**src/rtl/mips32_shift_iter.sv**
```systemverilog
// rtl/mips32_shift_iter.sv - iterative one-bit-per-clock shifter (SLL/SRL/SRA/ROTL) with valid/ready handshakes
module mips32_shift_iter #(
    parameter int WIDTH = 32,
    parameter int AMT_W = 5
) (
    input  logic             clk,
    input  logic             rst,
    input  logic             flush,
    input  logic             in_valid,
    output logic             in_ready,
    input  logic [WIDTH-1:0] shift_in,
    input  logic [AMT_W-1:0] shift_amount,
    input  logic [1:0]       shift_op,
    output logic             out_valid,
    input  logic             out_ready,
    output logic [WIDTH-1:0] shift_out,
    output logic             busy
);

    typedef enum logic [1:0] {
        S_IDLE  = 2'd0,
        S_SHIFT = 2'd1,
        S_DONE  = 2'd2
    } state_t;

    localparam logic [1:0] OP_SLL  = 2'b00;
    localparam logic [1:0] OP_SRL  = 2'b01;
    localparam logic [1:0] OP_SRA  = 2'b10;
    localparam logic [1:0] OP_ROTL = 2'b11;

    state_t             state;
    logic [WIDTH-1:0]   data;
    logic [AMT_W-1:0]   count;
    logic [1:0]         op;
    logic               sign;
    logic [WIDTH-1:0]   data_step;

    // SRA fills from the sign captured at accept, not from the evolving data MSB
    always_comb begin
        data_step = data;
        case (op)
            OP_SLL:  data_step = {data[WIDTH-2:0], 1'b0};
            OP_SRL:  data_step = {1'b0, data[WIDTH-1:1]};
            OP_SRA:  data_step = {sign, data[WIDTH-1:1]};
            OP_ROTL: data_step = {data[WIDTH-2:0], data[WIDTH-1]};
            default: data_step = data;
        endcase
    end

    always_ff @(posedge clk or posedge rst) begin
        if (rst) begin
            state <= S_IDLE;
            data  <= '0;
            count <= '0;
            op    <= 2'b00;
            sign  <= 1'b0;
        end else if (flush) begin
            state <= S_IDLE;
        end else begin
            case (state)
                S_IDLE: begin
                    if (in_valid) begin
                        data  <= shift_in;
                        count <= shift_amount;
                        op    <= shift_op;
                        sign  <= shift_in[WIDTH-1];
                        state <= (shift_amount == '0) ? S_DONE : S_SHIFT;
                    end
                end
                S_SHIFT: begin
                    data  <= data_step;
                    count <= count - AMT_W'(1);
                    if (count == AMT_W'(1)) begin
                        state <= S_DONE;
                    end
                end
                S_DONE: begin
                    if (out_ready) begin
                        state <= S_IDLE;
                    end
                end
                default: state <= S_IDLE;
            endcase
        end
    end

    assign in_ready  = (state == S_IDLE);
    assign out_valid = (state == S_DONE);
    assign busy      = (state == S_SHIFT) || (state == S_DONE);
    assign shift_out = data;

endmodule

```
**config.mk**
```make
export PLATFORM = sky130hd
export DESIGN_NAME = mips32_shift_iter
export DESIGN_NICKNAME = d
export VERILOG_FILES = /design/src/rtl/mips32_shift_iter.sv
export SDC_FILE = /design/constraint.sdc
export NUM_CORES = 1
export LEC_CHECK = 0
export CAP_MARGIN = 10
export CORE_MARGIN = 1.5
export CORE_UTILIZATION = 40
export DETAILED_ROUTE_END_ITERATION = 16
export PLACE_DENSITY = 0.71
export SLEW_MARGIN = 10
export SYNTH_ARGS = -nofsm -noshare
export SYNTH_HDL_FRONTEND = slang
export SYNTH_SLANG_ARGS = --single-unit
```
**constraint.sdc**
```tcl
create_clock -name clk -period 1.9 [get_ports clk]
set_input_delay 0.38 -clock clk [delete_from_list [all_inputs] [get_ports clk]]
set_output_delay 0.38 -clock clk [all_outputs]
set_load 0.005 [all_outputs]
```
==> impl_metrics.json <==
{
  "cts_buffers": 5,
  "htree_levels": 2,
  "rsz0062_at_grt": "no",
  "criticalPathCategory": "register to register",
  "multi_input_comb_area_um2": 1338,
  "p_sw_share_pct": 39.71,
  "fp.dieH_um": 81.62,
  "synth_cell_types": 32,
  "synth.yosys.seq_area_share_pct": 42.51,
  "grt_antenna_before_repair": 0,
  "finalSetupViolations": 0,
  "fmax_mhz": 572.6,
  "via_count": 2338,
  "ys_ff_latch": 42,
  "slew_violations": 0,
  "power_density_nw_per_um2": 1606,
  "crit_chain": "inv_2 > ha_1 > inv_2 > or3_1 > buf_4 > o221ai_1",
  "remaining_drc_errors": 0,
  "synthTopCellsByArea": "dfrtp_1, mux2i_1, o221ai_1",
  "synth_top_family_by_area": "compound AO/OA/AOI/OAI gates",
  "synth_most_common_cell": "dfrtp_1",
  "dp_hpwl_um": 4710,
  "r2r_cells": 6,
  "synth_top_area_share_pct": 42.51,
  "p_leak_uw": 0.001562,
  "synthXorXnorAreaFrac_pct": 0.3543,
  "syn_nets": 303,
  "yosys_warnings": 0,
  "path_clk_slew_ns": 0.08,
  "fin_util_pct": 60.08,
  "synth_area_um2": 2472,
  "synthFlopType": "dfrtp_1",
  "viasPerCell": 5.675,
  "layout_setup_ws_ns": 0.1535,
  "ff_latch_area_um2": 1051,
  "synth.mux.area_fraction_pct": 15.23,
  "syn_avg_cell_area_um2": 9.734,
  "worst_pin_slew_ns": 0.3647,
  "gp_congestion": 0.8321,
  "synth_common_cells": "dfrtp_1, o21ai_0, nand2_1",
  "rows": 28,
  "cts_max_path_buffers": 2,
  "drt_iter0_markers": 88,
  "slowest_delay_ns": 0.41,
  "place_ws_ns": -0.1315,
  "cts_tree": "done",
  "yosys.area_share.simple_pct": 10.17,
  "fillers": 559,
  "portBuffers": 78,
  "arrival_ns": 1.95,
  "fin_nets": 386,
  "power_uw": 5746,
  "finalSetupTns_ns": 0,
  "crit_path_end_kind": "register",
  "die-area_um2": 6662,
  "period_needed_ns": 1.747,
  "hold_class": "input port to asynchronous set/reset pin",
  "clock_latency_ns": 0.29,
  "p_switching_uw": 2281,
  "pwr-share-seq_pct": 31.5,
  "area_growth_pct": 44.74,
  "grt_start_max_net_pins": 43,
  "timing.critical_path.buf_inv": 3,
  "syn_inst": 254,
  "internal_power_uw": 3464,
  "synth_edf_count": 0,
  "clock_power_share_pct": 9.7,
  "io_pins": 79,
  "grt.overflow.total": 0,
  "maxCapViolCount": 0,
  "fin_worst_skew_ns": 0.007769,
  "grt_pass1_wl_um": 11000,
  "cp_data_required_time_ns": 2.10,
  "dr.pass1.iters": 4,
  "run_status": "complete, no violations",
  "hold_viol": 0,
  "clock-root-buffer": "clkbuf_8",
  "cpLargestDelayFamily": "flip-flops",
  "slowest_stage": "dfrtp_1",
  "p_comb_share_pct": 58.8,
  "ir_drop_mv": 1.027,
  "maxSlewHeadroom_pct": 75.34,
  "synth_fa_ha_area_share_pct": 2.530,
  "drive_gt1_share_pct": 12.76,
  "grt_pass1_vias": 2268,
  "grtUsageTotal_pct": 21.49,
  "routedWlPerCell_um": 16.33,
  "cp.depth": 6,
  "period_share_pct": 91.92,
  "synth-compound-area-share_pct": 23.94,
  "crit_fanout": 18,
  "synthArstFlopShare_pct": 100.0,
  "diodes": 0,
  "hold_buffers": 0,
  "fp.dieW_um": 81.62,
  "synth_largest_area_cell": "dfrtp_1",
  "start_util_pct": 41.51,
  "core_um2": 5956,
  "cp-start-kind": "register",
  "routed_wl_um": 6729,
  "numClockSinks": 42,
  "cp_common_cell": "inv_2",
  "ant_nets": 0
}
==> power by group through the flow <==
stage               sequential, uW  combinational [uW]  clock [uW]
floorplan                     1690                1960           0
global placement              1800                3280           0
detailed placement            1820                3350           0
CTS                           1800                3400         574
global route                  1880                3700         626
finish                        1810                3380         555
==> routing by layer <==
metal / global-route usage (%) / wire [um]
met2: 34.21 / 3122
met4: 6.610 / 58
met1: 29.87 / 3260
met3: 3.667 / 287
met5: 0 / 0
==> cell type report <==
class | count | area share [%]
clock buffer | 5 | 1.923
multi-input combinational | 180 | 37.38
sequential | 42 | 29.37
tap | 75 | 2.622
inverter | 9 | 0.9441
timing repair buffer | 99 | 27.48
clock inverter | 2 | 0.2797
==> worst min-delay path, stage by stage <==
cell and delay (ns):
clkdlybuf4s50_1 0.41, clkinv_1 0.08, buf_12 0.24
==> metrics by stage <==
step / std cells / hold slack [ns] / instance area (um^2)
floorplan: 254 / 0.4753 / 2472
global placement: 404 / 0.4928 / 3470
detailed placement: 404 / 0.4950 / 3470
CTS: 411 / 0.4255 / 3561
global route: 412 / 0.4546 / 3578
finish: 412 / 0.4378 / 3578
==> logic make-up (layout without fill, tap and decap cells) <==
group           after synthesis  in the layout
mux                          37             37
fa+ha+maj                     5              5
xor+xnor                      1              1
flops                        42             42
compound gates               83             83
buf+inv                      32            115
simple gates                 54             54
==> sequential cells by signal (all words and copies together), names as in the netlist <==
signal,cells
count,5
op,2
shift_out,32
sign,1
state,2
==> path summary, 6_finish.rpt <==
kind	from	end	slack, ns
max	state[1]$_DFFE_PP0P_	shift_out[28]$_DFFE_PP0P_	0.15
min	rst	shift_out[22]$_DFFE_PP0P_	0.44
max reg2reg	state[1]$_DFFE_PP0P_	shift_out[28]$_DFFE_PP0P_	0.15
min reg2reg	sign$_DFFE_PP0P_	sign$_DFFE_PP0P_	0.51
max in group asynchronous	rst	shift_out[7]$_DFFE_PP0P_	1.26
min in group clk	sign$_DFFE_PP0P_	sign$_DFFE_PP0P_	0.51
==> timing repair <==
item,CTS,global route
gates cloned,0,0
setup endpoints to repair,1,3
buffers inserted,0,1
endpoints found under the hold margin,0,0
resized for setup,4,4
==> cells in the final DEF (no fill, tap or decap), types with 2 or more instances in the layout <==
cell type	netlist	final
or3_1	3	3
o21ai_0	35	35
nor2b_1	4	4
inv_2	1	3
mux2i_1	32	31
buf_12	0	3
ha_1	5	3
clkinv_2	0	2
dlymetal6s2s_1	0	3
nand2_1	33	33
nor2_1	4	4
inv_1	8	5
clkdlybuf4s50_1	0	75
nor4_1	2	2
a221oi_1	3	3
buf_4	0	18
clkbuf_8	0	5
mux2_2	5	5
o31ai_1	5	5
nand2b_1	3	3
dfrtp_1	42	42
o221ai_1	31	31
o22a_1	2	2
Note: power is estimated with default switching activity, not from simulation.
